===== src/rtl/pss_ref_streamer.sv =====
// pss_ref_streamer
// Read sequencer and output buffer for the PSS reference ROM. Walks the ROM
// address space, captures the 1-cycle-latency ROM data into a 2-entry FIFO
// and presents the reference samples as a valid/ready stream to the PSS
// correlator. Supports a single pass or continuous wrap-around passes.
//
// Ports:
//   iclk, irst        clock, synchronous active-high reset
//   istart, icont     start pulse and continuous-mode select (sampled in IDLE)
//   istop             in continuous mode, stop after the current pass
//   orom_addr/orom_val ROM read address / read enable
//   irom_dat          ROM read data, valid the cycle after a read
//   odat/oval/iready  output stream data / valid / ready
//   olast             marks the word read from the final ROM address
//   obusy             high while a pass is running or draining
//   odone             one-cycle pulse once the stream has fully drained
module pss_ref_streamer #(
  parameter int pDAT_W   = 72,
  parameter int pDAT_Num = 1024,
  parameter int pADDR_W  = 11
) (
  input  logic               iclk,
  input  logic               irst,
  input  logic               istart,
  input  logic               icont,
  input  logic               istop,
  output logic [pADDR_W-1:0] orom_addr,
  output logic               orom_val,
  input  logic [pDAT_W-1:0]  irom_dat,
  output logic [pDAT_W-1:0]  odat,
  output logic               oval,
  input  logic               iready,
  output logic               olast,
  output logic               obusy,
  output logic               odone
);

  localparam logic [pADDR_W-1:0] LAST_ADDR = pADDR_W'(pDAT_Num - 1);

  typedef enum logic [1:0] {IDLE, RUN, DRAIN} state_t;

  state_t              state_q;
  logic [pADDR_W-1:0]  addr_q;
  logic                cont_q;
  logic                stop_q;
  logic                inflight_q;
  logic                inflightLast_q;
  logic [pDAT_W-1:0]   memDat_q [2];
  logic                memLast_q [2];
  logic                rdPtr_q;
  logic                wrPtr_q;
  logic [1:0]          fifoCnt_q;
  logic [1:0]          fifoCnt_d;

  logic pop;
  logic credit;
  logic issue;
  logic isLastAddr;
  logic drained;

  // Credit check: words already buffered plus the one in flight, less the
  // word leaving this cycle, must leave room in the 2-entry FIFO. Counting
  // the pop lets a fully streaming pipe issue one read every cycle.
  always_comb begin
    pop        = oval & iready;
    credit     = ({1'b0, fifoCnt_q} + {2'b00, inflight_q}) < (3'd2 + {2'b00, pop});
    issue      = (state_q == RUN) & credit;
    isLastAddr = (addr_q == LAST_ADDR);
    drained    = (state_q == DRAIN) & ~inflight_q & (fifoCnt_q == 2'd0);
    fifoCnt_d  = fifoCnt_q + {1'b0, inflight_q} - {1'b0, pop};
  end

  assign orom_addr = addr_q;
  assign orom_val  = issue;
  assign oval      = (fifoCnt_q != 2'd0);
  assign odat      = memDat_q[rdPtr_q];
  assign olast     = memLast_q[rdPtr_q];
  assign obusy     = (state_q != IDLE);
  assign odone     = drained;

  // Sequencer FSM, in-flight tracking and the output FIFO. Each ROM read
  // carries a last-address flag that lands in the FIFO with its data.
  always_ff @(posedge iclk) begin
    if (irst) begin
      state_q        <= IDLE;
      addr_q         <= '0;
      cont_q         <= 1'b0;
      stop_q         <= 1'b0;
      inflight_q     <= 1'b0;
      inflightLast_q <= 1'b0;
      rdPtr_q        <= 1'b0;
      wrPtr_q        <= 1'b0;
      fifoCnt_q      <= 2'd0;
      for (int i = 0; i < 2; i++) begin
        memDat_q[i]  <= '0;
        memLast_q[i] <= 1'b0;
      end
    end else begin
      inflight_q <= issue;
      if (issue) begin
        inflightLast_q <= isLastAddr;
      end

      if (inflight_q) begin
        memDat_q[wrPtr_q]  <= irom_dat;
        memLast_q[wrPtr_q] <= inflightLast_q;
        wrPtr_q            <= ~wrPtr_q;
      end
      if (pop) begin
        rdPtr_q <= ~rdPtr_q;
      end
      fifoCnt_q <= fifoCnt_d;

      case (state_q)
        IDLE: begin
          addr_q <= '0;
          cont_q <= icont;
          stop_q <= 1'b0;
          if (istart) begin
            state_q <= RUN;
          end
        end
        RUN: begin
          if (istop) begin
            stop_q <= 1'b1;
          end
          if (issue) begin
            if (isLastAddr) begin
              if (cont_q && !stop_q) begin
                addr_q <= '0;
              end else begin
                state_q <= DRAIN;
              end
            end else begin
              addr_q <= addr_q + pADDR_W'(1);
            end
          end
        end
        DRAIN: begin
          if (drained) begin
            state_q <= IDLE;
          end
        end
        default: state_q <= IDLE;
      endcase
    end
  end

endmodule


===== config.mk =====
export PLATFORM = sky130hd
export DESIGN_NAME = pss_ref_streamer
export DESIGN_NICKNAME = d
export VERILOG_FILES = /design/src/rtl/pss_ref_streamer.sv
export SDC_FILE = /design/constraint.sdc
export NUM_CORES = 1
export LEC_CHECK = 0
export ABC_CLOCK_PERIOD_IN_PS = 2300
export CORE_AREA = 2 2 131 133
export DETAILED_ROUTE_END_ITERATION = 10
export DIE_AREA = 0 0 133 135
export GPL_TIMING_DRIVEN = 1
export PLACE_DENSITY = 0.75
export SLEW_MARGIN = 20
export SYNTH_ARGS = -nofsm -noshare
export SYNTH_HDL_FRONTEND = slang
export SYNTH_SLANG_ARGS = --single-unit
export TNS_END_PERCENT = 50

===== constraint.sdc =====
create_clock -name iclk -period 2.3 [get_ports iclk]
set_input_delay 0.23 -clock iclk [delete_from_list [all_inputs] [get_ports iclk]]
set_output_delay 0.23 -clock iclk [all_outputs]
set_load 0.01 [all_outputs]

Yosys cells after proc, flatten, opt, wreduce, memory -nomap -nowiden
Memories as Yosys holds them, arrays and structs flattened. A register that Yosys moved wholly into a read port is not among the register bits. Index checks and enable logic that the tools add are counted. W data, S select, Z words.

Register bits: 21. Bits in writable memories: 146. Bits of input ports: 78. Output and inout bits: 88. Logic and storage cells: 73. Memories: 2.

Memories: memDat_q (words 2, width 72, rd ports 1, clocked after Yosys merged registers in 1, write ports 2, RTL line 48) `logic [pDAT_W-1:0] memDat_q [2];`; memLast_q (words 2, width 1, rd ports 1, clocked after Yosys merged registers in 1, write ports 2, RTL line 49) `logic memLast_q [2];`.

$add $sub $neg: 5. Magnitude comparators: 1. Equal/unequal tests: 10. Mux-type cells: 27. Bitwise logic cells: 7. Reduce and logical (&&, ||, !) cells: 12.

Operators by type and width (count): $mux W72 (1); $reduce_or A72 Y1 (1); $mux W11 (3); $pmux W11 S2 (1); $mux W1 (15); $ne A2 B2 Y1 const B (6); $add A11 B1 Y11 const B (1); $eq A11 B10 Y1 const B (1); $mux W2 (5); $pmux W2 S3 (1); $reduce_bool A2 Y1 (3); $reduce_and A5 Y1 (1); $and A1 B1 Y1 (4); $logic_not A2 Y1 (2); $add A2 B1 Y3 (1); $add A2 B1 Y3 const A (1); $lt A3 B3 Y1 (1); $ne A3 B2 Y1 const B (1); $not A1 Y1 (3); $reduce_and A3 Y1 (1); $add A2 B1 Y2 (1); $eq A2 B1 Y1 const B (1); $eq A2 B2 Y1 const B (1); $pmux W1 S2 (1); 5 further kinds (5).

Depth between registers and ports, before layout
Depth in word-level cells: 7. Depth in mapped cells: 8. Depth with buffers taken out: 8.

Least setup slack after synthesis
Ideal clock, no wire load.

Path kind: reg2reg. Start point: reg inflight_q. End point: mem memDat_q[0][0] (enable). Data arrival time: 1.984 ns. Path slack: -0.114 ns. Cell stages (with the launch flop): 2. Buffers on the path: 0. Clock period less this slack: 2.414 ns. Cell sequence: dfxtp_1 > a21o_1.

RTL lines: start, declared (RTL line 46) `logic inflight_q;`; start signal, assigned (RTL line 99) `inflight_q <= issue;`; end, declared (RTL line 48).

==> results.txt <==
- The run finished with clean final reports.
* Crit path max-delay cell type: clkdlybuf4s50_1
- Of the available clock period, the critical path in the final layout requires a little over nine tenths.
- Final core utilization: between 60% and 70%
- Remaining max-slew budget at the tightest pin: between 50% and 60%
- The number of different library cells used by synthesis comes to 45.
- Sequential element share of the synthesized area: about 65%
* Number of buffer and inverter stages on the critical path: 2
- Die width: approximately 130 µm
- Post-synthesis net count: 615
- Across the whole layout, storage elements account for roughly 4800 µm².
* Total area of multi-input combinational cells: 2460 µm²
- Post-CTS clock slew at the launch and capture registers of the worst setup and hold paths: about 60 ps
* Multiplexer share of the synthesized area: between 10% and 20%
- For this run, design rule violations remaining after detail routing come to 0.
* # port buffers: roughly 170
* Delay of the slowest cell on the worst path: approximately 530 ps
- The first TritonRoute pass finished after 4 iterations.
- Number of nets in the layout: 784
* Via count of the first global-routing pass: between 5000 and 6000
* Antenna violations before repair: 0
* Row Count: 47
- Count of flip-flops with a built-in enable after synthesis: 146
- After filler insertion, the fill cell instance count of the layout stands at roughly 1200.
- Mean Syn Cell Area: roughly 14 µm²
* Die Y-Extent: 135 µm
* Required time of the critical path: roughly 2100 ps
- Number of vias in the routed layout: between 4000 and 5000
- Signal routing reaches up to met4.
* Max-cap violations: 0
* Cell count after synthesis: roughly 530
- Time the final worst path needs with I/O delays and setup: about 2200 ps
- Initial Utilization: a little under half
- Number of top-level pins: ~170
- After detailed routing, the met3 layer carries between 800 and 900 µm of wire.
- Number of buffers inserted by hold repair at cts: 0
* Xor and xnor area share after synthesis: 0.471%
- Core Box Area: approximately 16000 µm²
- The routed design has between 15000 and 20000 µm of wire.
- Maximum number of pins on one net before global-route repair: 74
- After Yosys synthesis, full adders, half adders and majority gates account for 0.841% of the synthesized area.
- Setup TNS: 0 ps
- Highest fanout seen on the critical path: 33
- The routed design uses between 8000 and 9000 µm of met2 wire.
- The worst setup path is launched from a flip-flop.
* Most frequently used flop master after synthesis: edfxtp_1
- CTS placed an instance of clkbuf_16 at the clock tree root.
* Hold_ws: 389 ps
- The die covers around 18000 µm².
* Syn. warnings: 0
- Number of nets with antenna violations after detailed routing: 0
* Share of layout cells above drive strength 1: between 10% and 20%
- In this run, the number of DRC markers left after iteration 0 of detailed routing was 288.
- Of all cell types, the one taking the most synthesized area is edfxtp_1.
* Simple-gate area share of the yosys netlist: 17.0%
- The share of synthesized area in the top cell type comes to 58.9%.
* Peak VDD IR: approximately 500 µV
- HPWL reported at the end of detailed placement: approximately 11000 µm
- Cells along the critical path: buf_12, mux2_2, clkdlybuf4s50_1
* Final setup viols: 0
- Clk sink count: 168
- For this run, asynchronously set or reset flops after synthesis account for 0%.
- TritonCTS buffer count: 17
* Count of final max-slew check failures: 0
* Setup repair after global routing missed its margin: false
- Wire length of the first global-routing pass: ~26000 µm
* Worst skew pair latency: just over 400 ps
* Number of vias per cell: 5.12
- Growth of design area from synthesis to finish: 34.3%
* Maximum achievable frequency: ~0.46 GHz
- Yosys attributes the largest share of cell area to edfxtp_1 59%, and2_1 12%, mux2_2 11%.
- The worst setup path is of the flip-flop to output pin kind.
* Most common library cell in the layout ignoring fill and taps: clkdlybuf4s50_1
* Critical Path End Type: output pin
- The count of final hold-check violations was 0.
* Netlist Area Pre-Place: 7440 µm²
- CTS built an H-tree with a depth of 4.
* Layout Skew: 6.71 ps
* Leakage component of the power: roughly 3.7 nW
* WP data arrival: between 1500 and 2000 ps
* Main combinational cell family by area after synthesis: simple AND/OR/NAND/NOR gates
- 0 antenna diodes ended up in the layout.
- Number of buffers on the longest clock path: 2
- Min-Delay Path Class: input pin to flip-flop
- The synthesized netlist devotes 3.33% of its cell area to compound gates.
* Routed length on met1: between 6000 and 7000 µm
- Worst-Margin Slew: between 600 and 700 ps
- In this run, synthesis produced a sequential element count of 168.
- Leading cell types in the layout, fill and taps excluded: 164 x clkdlybuf4s50_1, 146 x and2_1, 146 x edfxtp_1
* TritonCTS clock tree: yes
- Global placer's final weighted congestion: about 0.83
- Power Density: about 840 nW/µm²
- Combined global-route utilization of all metal layers: a little under a fifth
* Worst path top cell family by delay: buffers and inverters
- Summed over all layers, the global routing overflow is 0.
- In the final routed layout, each cell accounts on average for around 17 µm.
cells in the mapped netlist, types with 2 or more instances:
| cell type | number |
|---|---|
| o31ai_1 | 5 |
| o21ai_0 | 8 |
| xnor2_1 | 2 |
| nor2_1 | 15 |
| edfxtp_1 | 146 |
| or2_2 | 2 |
| nand3_1 | 6 |
| inv_1 | 8 |
| clkbuf_8 | 3 |
| nand4_1 | 2 |
| mux2_2 | 73 |
| or3_1 | 4 |
| nand3b_1 | 2 |
| nand2_1 | 7 |
| nand2b_1 | 2 |
| and2_1 | 146 |
| xor2_1 | 2 |
| clkbuf_1 | 24 |
| a31oi_1 | 2 |
| a21oi_1 | 13 |
| nor3_1 | 8 |
| dfxtp_1 | 22 |
| ha_1 | 5 |
| nor2b_1 | 2 |
| nor4_1 | 3 |
tightest hold or removal path, cell delays in order:
cell and delay [ps]:
clkdlybuf4s50_1 400, nand2_1 60, a21oi_1 50
registers in the layout, summed over array words and instances (netlist names), 2 cells and up, named ones only:
| signal | count |
|---|---|
| memDat_q | 144 |
| orom_addr | 11 |
| fifoCnt_q | 2 |
| memLast_q | 2 |
| state_q | 2 |
stage by stage:
stage | instance area, µm² | setup slack, ps | instances | power (mW)
6_report | 9990 | 133 | 934 | 8.38
3_3_place_gp | 9430 | 283 | 901 | 5.72
2_1_floorplan | 7440 | 6.70 | 532 | 4.71
3_5_place_dp | 9430 | 220 | 901 | 5.77
5_1_grt | 9990 | 26.3 | 934 | 8.71
4_1_cts | 9990 | 109 | 934 | 8.46
report_power, final:
group,switching [mW],internal (mW)
Clock,1.18,1.50
Sequential,0.0942,3.55
Combinational,0.883,1.18
Total,2.15,6.23
routing by layer:
| layer | up-vias | global-route usage (%) |
|---|---|---|
| li1 | 2250 | - |
| met1 | 2364 | 21.5 |
| met2 | 141 | 33.1 |
| met3 | 28 | 4.32 |
| met4 | 0 | 7.41 |
| met5 | - | 0 |
area by class of cell:
class                      count  share of cell area [%]
sequential                   168                    48.3
clock buffer                  19                    4.33
timing repair buffer         179                    18.4
clock inverter                13                    1.21
inverter                       8                   0.301
tap                          220                    2.76
multi-input combinational    327                    24.6
repair_timing:
| action | 4_1_cts | 5_1_grt |
|---|---|---|
| endpoints found under the setup margin | 19 | 0 |
| setup buffers | 1 | 0 |
| gates resized for setup | 2 | 0 |
logic make-up after synthesis:
group	Yosys count
compound gates	36
xor+xnor	4
fa+ha+maj	5
buf+inv	37
flops	168
mux	73
simple gates	209
final timing paths:
check                     from  slack (ps)            end  cells past startpoint
setup / recovery     flip-flop         130       odat[26]                      3
hold reg to reg         cont_q         480         cont_q                      2
hold / removal           icont         390         cont_q                      3
setup reg to reg  orom_addr[0]         200  orom_addr[10]                      6
No activity file was read; power rests on OpenSTA's default activity.
